### src/rtl/fetch_bp_pkg.sv
// Shared definitions for the fetch branch predictor update path.
package fetch_bp_pkg;

  // Two-bit PHT pattern encodings.
  localparam logic [1:0] STRONG_TAKEN     = 2'b01;
  localparam logic [1:0] WEAK_TAKEN       = 2'b00;
  localparam logic [1:0] WEAK_NOT_TAKEN   = 2'b10;
  localparam logic [1:0] STRONG_NOT_TAKEN = 2'b11;

  // Fall-through fetch address is the branch plus its delay slot.
  localparam logic [31:0] DELAY_SLOT_OFFSET = 32'd8;

  // One resolved branch waiting to update the fetch predictor.
  typedef struct packed {
    logic [31:0] pc;
    logic        taken;
    logic [31:0] target;
    logic [1:0]  pattern;
    logic        btb_wr;
  } bp_entry_t;

  localparam int ENTRY_W = $bits(bp_entry_t);

endpackage

### src/rtl/bp_update_fifo.sv
// Synchronous in-order FIFO with registered pointers and occupancy count.
// The head entry is presented combinationally on rdata; storage is cleared
// on reset so the head reads as zero while empty after reset.
module bp_update_fifo #(
  parameter int DEPTH = 4,
  parameter int WIDTH = 8
) (
  input  logic                   clk,
  input  logic                   reset,
  input  logic                   push,
  input  logic                   pop,
  input  logic [WIDTH-1:0]       wdata,
  output logic [WIDTH-1:0]       rdata,
  output logic                   full,
  output logic                   empty,
  output logic [$clog2(DEPTH):0] count
);

  localparam int AW = $clog2(DEPTH);
  localparam int CW = AW + 1;

  logic [WIDTH-1:0] mem_q [DEPTH];
  logic [AW-1:0]    wr_ptr_q, rd_ptr_q;
  logic [CW-1:0]    count_q, count_d;
  logic             push_ok, pop_ok;

  assign full    = (count_q == CW'(DEPTH));
  assign empty   = (count_q == '0);
  assign count   = count_q;
  assign rdata   = mem_q[rd_ptr_q];
  assign push_ok = push && !full;
  assign pop_ok  = pop && !empty;

  // Occupancy next-state: simultaneous push and pop leaves it unchanged.
  always_comb begin
    count_d = count_q;
    if (push_ok && !pop_ok) count_d = count_q + CW'(1);
    if (pop_ok && !push_ok) count_d = count_q - CW'(1);
  end

  // Storage, pointers (wrap naturally at DEPTH) and count registers.
  always_ff @(posedge clk) begin
    if (reset) begin
      wr_ptr_q <= '0;
      rd_ptr_q <= '0;
      count_q  <= '0;
      for (int i = 0; i < DEPTH; i++) mem_q[i] <= '0;
    end else begin
      if (push_ok) begin
        mem_q[wr_ptr_q] <= wdata;
        wr_ptr_q        <= wr_ptr_q + AW'(1);
      end
      if (pop_ok) rd_ptr_q <= rd_ptr_q + AW'(1);
      count_q <= count_d;
    end
  end

endmodule

### src/rtl/branch_resolve_update.sv
// Execute-stage branch resolution: detects mispredicts, issues a registered
// redirect, queues resolved branches to feed one PHT (and optional BTB)
// update per cycle to fetch, and keeps branch/mispredict counters.
//
// Handshake: a branch transfers on a rising edge where res_valid && res_ready.
// res_ready comes only from the registered occupancy, so a pop in the same
// cycle never lets a full queue accept; upstream must hold its data while
// res_ready is low.
module branch_resolve_update
  import fetch_bp_pkg::*;
#(
  parameter int FIFO_DEPTH = 4
) (
  input  logic        clk,
  input  logic        reset,
  input  logic        res_valid,
  output logic        res_ready,
  input  logic [31:0] res_pc,
  input  logic        res_taken,
  input  logic [31:0] res_target,
  input  logic [1:0]  res_pattern,
  input  logic        res_pred_taken,
  input  logic        res_pred_target_valid,
  input  logic [31:0] res_pred_target,
  input  logic        update_hold,
  output logic        pht_update_en,
  output logic [31:0] pht_update_pc,
  output logic [1:0]  pht_update_oldpattern,
  output logic        pht_update_taken,
  output logic        btb_update_en,
  output logic [31:0] btb_update_pc,
  output logic [31:0] btb_update_target,
  output logic        redirect_valid,
  output logic [31:0] redirect_pc,
  output logic [31:0] perf_branches,
  output logic [31:0] perf_mispredicts
);

  bp_entry_t push_entry, head_entry;
  logic      fifo_full, fifo_empty;
  logic [$clog2(FIFO_DEPTH):0] fifo_count_unused;

  logic        accept, target_wrong, mispredict, pop;
  logic [31:0] redirect_pc_d;

  logic        redirect_valid_q;
  logic [31:0] redirect_pc_q, perf_branches_q, perf_mispredicts_q;

  // Classify the offered branch and build the queue entry.
  always_comb begin
    accept        = res_valid && res_ready;
    target_wrong  = !res_pred_target_valid || (res_pred_target != res_target);
    mispredict    = (res_pred_taken != res_taken) ||
                    (res_taken && res_pred_taken && target_wrong);
    redirect_pc_d = res_taken ? res_target : (res_pc + DELAY_SLOT_OFFSET);
    push_entry.pc      = res_pc;
    push_entry.taken   = res_taken;
    push_entry.target  = res_target;
    push_entry.pattern = res_pattern;
    push_entry.btb_wr  = res_taken && target_wrong;
    pop                = !fifo_empty && !update_hold;
  end

  bp_update_fifo #(
    .DEPTH (FIFO_DEPTH),
    .WIDTH (ENTRY_W)
  ) u_fifo (
    .clk   (clk),
    .reset (reset),
    .push  (accept),
    .pop   (pop),
    .wdata (push_entry),
    .rdata (head_entry),
    .full  (fifo_full),
    .empty (fifo_empty),
    .count (fifo_count_unused)
  );

  assign res_ready             = !fifo_full;
  assign pht_update_en         = pop;
  assign pht_update_pc         = head_entry.pc;
  assign pht_update_oldpattern = head_entry.pattern;
  assign pht_update_taken      = head_entry.taken;
  assign btb_update_en         = pop && head_entry.btb_wr;
  assign btb_update_pc         = head_entry.pc;
  assign btb_update_target     = head_entry.target;

  // One-cycle redirect pulse after an accepted mispredict; counters wrap.
  always_ff @(posedge clk) begin
    if (reset) begin
      redirect_valid_q   <= 1'b0;
      redirect_pc_q      <= '0;
      perf_branches_q    <= '0;
      perf_mispredicts_q <= '0;
    end else begin
      redirect_valid_q <= accept && mispredict;
      if (accept && mispredict) redirect_pc_q <= redirect_pc_d;
      if (accept) perf_branches_q <= perf_branches_q + 32'd1;
      if (accept && mispredict) perf_mispredicts_q <= perf_mispredicts_q + 32'd1;
    end
  end

  assign redirect_valid   = redirect_valid_q;
  assign redirect_pc      = redirect_pc_q;
  assign perf_branches    = perf_branches_q;
  assign perf_mispredicts = perf_mispredicts_q;

endmodule

### config.mk
export PLATFORM = sky130hd
export DESIGN_NAME = branch_resolve_update
export DESIGN_NICKNAME = d
export VERILOG_FILES = /design/src/rtl/fetch_bp_pkg.sv /design/src/rtl/bp_update_fifo.sv /design/src/rtl/branch_resolve_update.sv
export SDC_FILE = /design/constraint.sdc
export NUM_CORES = 1
export LEC_CHECK = 0
export CAP_MARGIN = 15
export CELL_PAD_IN_SITES_DETAIL_PLACEMENT = 2
export CELL_PAD_IN_SITES_GLOBAL_PLACEMENT = 2
export CORE_UTILIZATION = 33
export CTS_BUF_LIST = sky130_fd_sc_hd__clkbuf_8
export DETAILED_ROUTE_END_ITERATION = 8
export PLACE_DENSITY_LB_ADDON = 0.1
export REMOVE_ABC_BUFFERS = 1
export SYNTH_ARGS = -nofsm -noshare
export SYNTH_HDL_FRONTEND = slang
export SYNTH_SLANG_ARGS = --single-unit
### constraint.sdc
create_clock -name clk -period 7.5 [get_ports clk]
set_clock_uncertainty 0.2 [all_clocks]
set_input_delay 1.125 -clock clk [delete_from_list [all_inputs] [get_ports clk]]
set_output_delay 1.125 -clock clk [all_outputs]
set_load 0.01 [all_outputs]
# Word-level counts from Yosys, hierarchy flattened
# Memory sizes are Yosys's and may differ from the RTL's. A register that Yosys moved wholly into a read port is not among the register bits.
# Index checks and enable logic that the tools add are counted.
# W data, S select, Z words.
[op_classes] n_addsub=7 multipliers=0 div=0 n_lt_le_gt_ge=0 n_eq_ne=3 shift=0 muxes=13 n_bitwise=0 n_reduce_logical=22
[op_table] cell="$mux W68" n=1
[op_table] cell="$reduce_or A68 Y1" n=1
[op_table] cell="$add A32 B1 Y32 const B" n=2
[op_table] cell="$add A32 B4 Y32 const B" n=1
[op_table] cell="$mux W32" n=1
[op_table] cell="$ne A32 B32 Y1" n=1
[op_table] cell="$logic_and A1 B1 Y1" n=11
[op_table] cell="$logic_not A1 Y1" n=6
[op_table] cell="$mux W1" n=6
[op_table] cell="$mux W2" n=3
[op_table] cell="$mux W3" n=2
[op_table] cell="$add A2 B1 Y2 const B" n=2
[op_table] cell="$add A3 B1 Y3 const B" n=1
[op_table] cell="$eq A3 B3 Y1 const B" n=1
[op_table] cell="$logic_not A3 Y1" n=1
[op_table] cell="$sub A3 B1 Y3 const B" n=1
[op_table] cell="$logic_or A1 B1 Y1" n=2
[op_table] cell="$reduce_bool A2 Y1" n=1
[op_table] cell="$ne A1 B1 Y1" n=1
[totals] regBits=104 latch_bits=0 mem_bits_rw=272 mem_bits_ro=0 output_inout_bits=199 word_cells=53 mem_count=1
[memory_table] memory="u_fifo.mem_q" words=4 width=68 rd=1 rd_ports_with_merged_regs=1 wr=4 line_no="bp_update_fifo.sv:22" rtl="logic [WIDTH-1:0] mem_q [DEPTH];"

# Logic depth before layout (Yosys ltp)
[depth] ltp_word=9 ltp_mapped=10 ltp_nobuf=9

# Modules after synthesis
# Synthesis repeated with hierarchy kept, for this count alone.
[unflattened] cells_unflattened=1436 area_unflattened_um2=18016.0
[modules_own_cells] mod="bp_update_fifo" n_inst=1 cells_per_inst=710 area_each_um2=12172.9 seq_area_each_um2=8348.0
[modules_own_cells] mod="branch_resolve_update" n_inst=1 cells_per_inst=726 area_each_um2=5843.1 seq_area_each_um2=1941.9

# Worst setup path before layout
# No wires, ideal clock.
[synth_timing] kind="input port to flip-flop" start="in res_valid" end="mem u_fifo.mem_q[3][0] (netlist name), enable pin" setup_ps=588 t_arrival_ps=6565 required_time_ps=6712 slack_ps=147 cell_stages=5 n_path_buf=2 cell_sequence="and2_1 > buf_2 > clkbuf_1 > nand2_1 > o21ai_0"
[synth_rtl] element="start: declaration" line_no="branch_resolve_update.sv:16" rtl="input logic res_valid,"
[synth_rtl] element="end: declaration" line_no="bp_update_fifo.sv:22"

==> results.md <==
- Avg WL per Cell: between 20 and 30 um
- Final nets: around 1.8k
- Period utilisation layout: 0.659
- Growth of design area from synthesis to finish: 26.8%
- CTS hold repair buffers: 0
- Fmax: just over 200 MHz
- FF+latch count, synth: around 380
- Tightest Hold Check Type: reg2reg
- Core Rows: 85
- Initial Util: 0.334
- Worst-Skew Late Latency: roughly 0.64 ns
- Largest net degree at the start of global routing: 94
- First-pass GRT wire length: approximately 95,000 um
- Iter 0 DRT Violations: ~500
- Sequential share of the synthesized area: 0.573
- Worst path slowest cell: dfxtp_4
- Quantity of I/O buffers inserted on ports: about 300
- Crit path largest cell delay: approximately 1.0 ns
- Total power: slightly above 6000 uW
- GRT busiest layer: met2
- Final min period: 4.94 ns
- DP Worst Slack: around 2.5 ns
- Ys Warns: 0
- Worst-Margin Slew: between 1 and 1.5 ns
- Die X: about 240 um
- Vias in the first global route: approximately 15k
- Clock transition at path regs: 0.06 ns
- Run status: finished, final reports clean
- Crit Reg-Reg Startpoint: u_fifo.count[1]
- Number of synthesized flops with an enable pin: about 270
- Post-route ant nets: 0
- Post-Syn Instances: 1,475
- Total Routing Usage GR: 0.228
- Final wirelength: about 62,000 um
- Vias per inst: around 5.4
- Share of layout cells above drive strength 1: 0.120
- Max-cap violations: 0
- Critical path launch point type: flip-flop
- Final setup viols: 0
- Setup TNS: 0 ns
- Die height: about 240 um
- Slew headroom: 0.248
- GRT met1 Usage: 0.282
- Worst setup EP type: output pin
- WP data required: a little over 6 ns
- DRC violations left: 0
- Post-synthesis async set-or-reset flop share: 0
- Gr ovfl total: 0
- Mean post-synth cell area: between 10 and 15 um^2
- Drt first pass iters: 6
- Clock root buffer master: clkbuf_8
- Setup Fix Bufs, Post-CTS: 0
- Slew Limit Fails: 0
- Final Worst Setup Slack: between 2 and 3 ns
- Core Area: about 54,000 um^2
- Final Hold Fails: 0
- PwrDens: between 200 and 300 nW/um^2
- M3 GR Usage: 0.0557
- Post-CTS resize count: 0
- Total die area: around 55,000 um^2
- Min-delay src: perf_mispredicts[31]
- RSZ-0062 raised after global routing: no
- TritonCTS clock tree: built
- Cell Area, Synth: 18,000 um^2
- Clk sinks: around 380
- Initial antenna violation count: 11
- CTS Buf Count: 73
- Routing usage on met2: 0.389
- Routed via count: about 13k
- Final Core Density: 0.423
- Critical Path AT: between 3 and 4 ns
- Path type of the worst setup path: reg2out
- Number of inserted diodes: 0
- CTS H-tree depth: 3
- Maximum vdd drop: ~160 uV
- Synth Flop Type: edfxtp_1
- HPWL Detailed: ~40,000 um
- Maximum clock insertion buffer count: 3
- RePlAce Congestion: 0.767
- Leakage: roughly 0.0080 uW
- Ports: 304
- Worst-path maximum fanout: 46
- Yosys cell types: 55
- Critical-path cell list: buf_4 -> mux4_2 -> and2_1 -> clkdlybuf4s50_1
-- worst paths after layout --
path                           to  slack (ns)  cells past startpoint
min reg2reg  perf_mispredicts[31]        0.29                      2
max reg2reg   u_fifo.mem_q[3][39]        3.90                      6
max                 btb_update_en        2.56                      4
min          perf_mispredicts[31]        0.29                      2
-- synthesized netlist by cell type, types with 10 or more instances --
cell | number | share of area
or3_1 | 19 | 0.0066
inv_1 | 23 | 0.0048
or4_1 | 23 | 0.0096
o31ai_1 | 22 | 0.0092
and2_1 | 192 | 0.067
a2111o_1 | 11 | 0.0069
and4_1 | 12 | 0.0058
nand3_1 | 50 | 0.014
xnor2_1 | 48 | 0.023
buf_2 | 14 | 0.0039
nor3_1 | 10 | 0.0028
nand2_1 | 49 | 0.010
and3_1 | 72 | 0.025
clkbuf_1 | 95 | 0.020
xor2_1 | 35 | 0.017
o21ai_1 | 22 | 0.0061
edfxtp_1 | 272 | 0.45
nor4_1 | 28 | 0.0097
nand4_1 | 33 | 0.011
mux4_2 | 68 | 0.085
dfxtp_1 | 106 | 0.12
a21oi_1 | 67 | 0.019
buf_4 | 32 | 0.013
o21ai_0 | 33 | 0.0092
nor2_1 | 72 | 0.015
-- worst max-delay path, delay by kind of cell, from the launching register on --
kind                   cells  cell delay (ns)
muxes                      1             0.64
DFF                        1             1.03
buffers and inverters      2             1.07
and+or+nand+nor            1             0.19
-- per-layer routing --
layer	share of wire	vias to the layer above	wire length, um
li1	-	5981	-
met1	0.42	6865	26500
met2	0.49	333	30600
met3	0.058	102	3600
met4	0.027	16	1660
met5	0.0017	-	109
-- sequential cells by signal (all words and copies together), names as in the netlist, named ones only --
name / flops
perf_mispredicts: 32
u_fifo.wr_ptr_q: 2
u_fifo.count: 3
redirect_valid: 1
u_fifo.rd_ptr_q: 2
u_fifo.mem_q: 272
perf_branches: 32
redirect_pc: 32
-- where the power goes --
part           internal, uW  switching, uW  total, uW
clock network          1010            951       1960
registers              2440            162       2600
logic                   828            748       1580
total                  4280           1860       6140
-- through the flow --
stage                     cell area, um^2  std cells  hold slack [ns]
after CTS                           22800       2485            0.293
after detailed placement            21400       2351            0.282
after floorplan                     17300       1331            0.260
final                               22800       2485            0.290
after global routing                22800       2485            0.310
after global placement              21400       2351            0.264
-- cells in the final DEF, fill, tap and decap left out, types with 49 or more instances in the layout --
cell and count:
and3_1 71, nand2_1 49, nand3_1 50, clkdlybuf4s50_1 302
and2_1 191, dfxtp_1 104, a21oi_1 67, clkbuf_8 82
nor2_1 71, edfxtp_1 272, mux4_2 68
-- layout make-up --
class                   count  area [um^2]
fillers                  5452        31000
repair buffers            324         3200
clock buffers              82         1130
flip-flops and latches    378        10300
clock inverters            52          235
inverters                  25         93.8
well taps                 696          871
multi-input cells         928         6950
-- cells by family (layout without fill, tap and decap cells) --
kind of cell / count (synthesis) / after routing / synth area share
AOI/OAI and AO/OA: 182 / 182 / 0.0627
xor gates and xnor gates: 83 / 83 / 0.0405
adders and majority gates: 6 / 6 / 0.00460
buffers and inverters: 169 / 483 / 0.0430
DFF: 378 / 378 / 0.573
muxes: 74 / 74 / 0.0889
and+or+nand+nor: 583 / 583 / 0.188
Note: power is estimated with default switching activity, not from simulation.
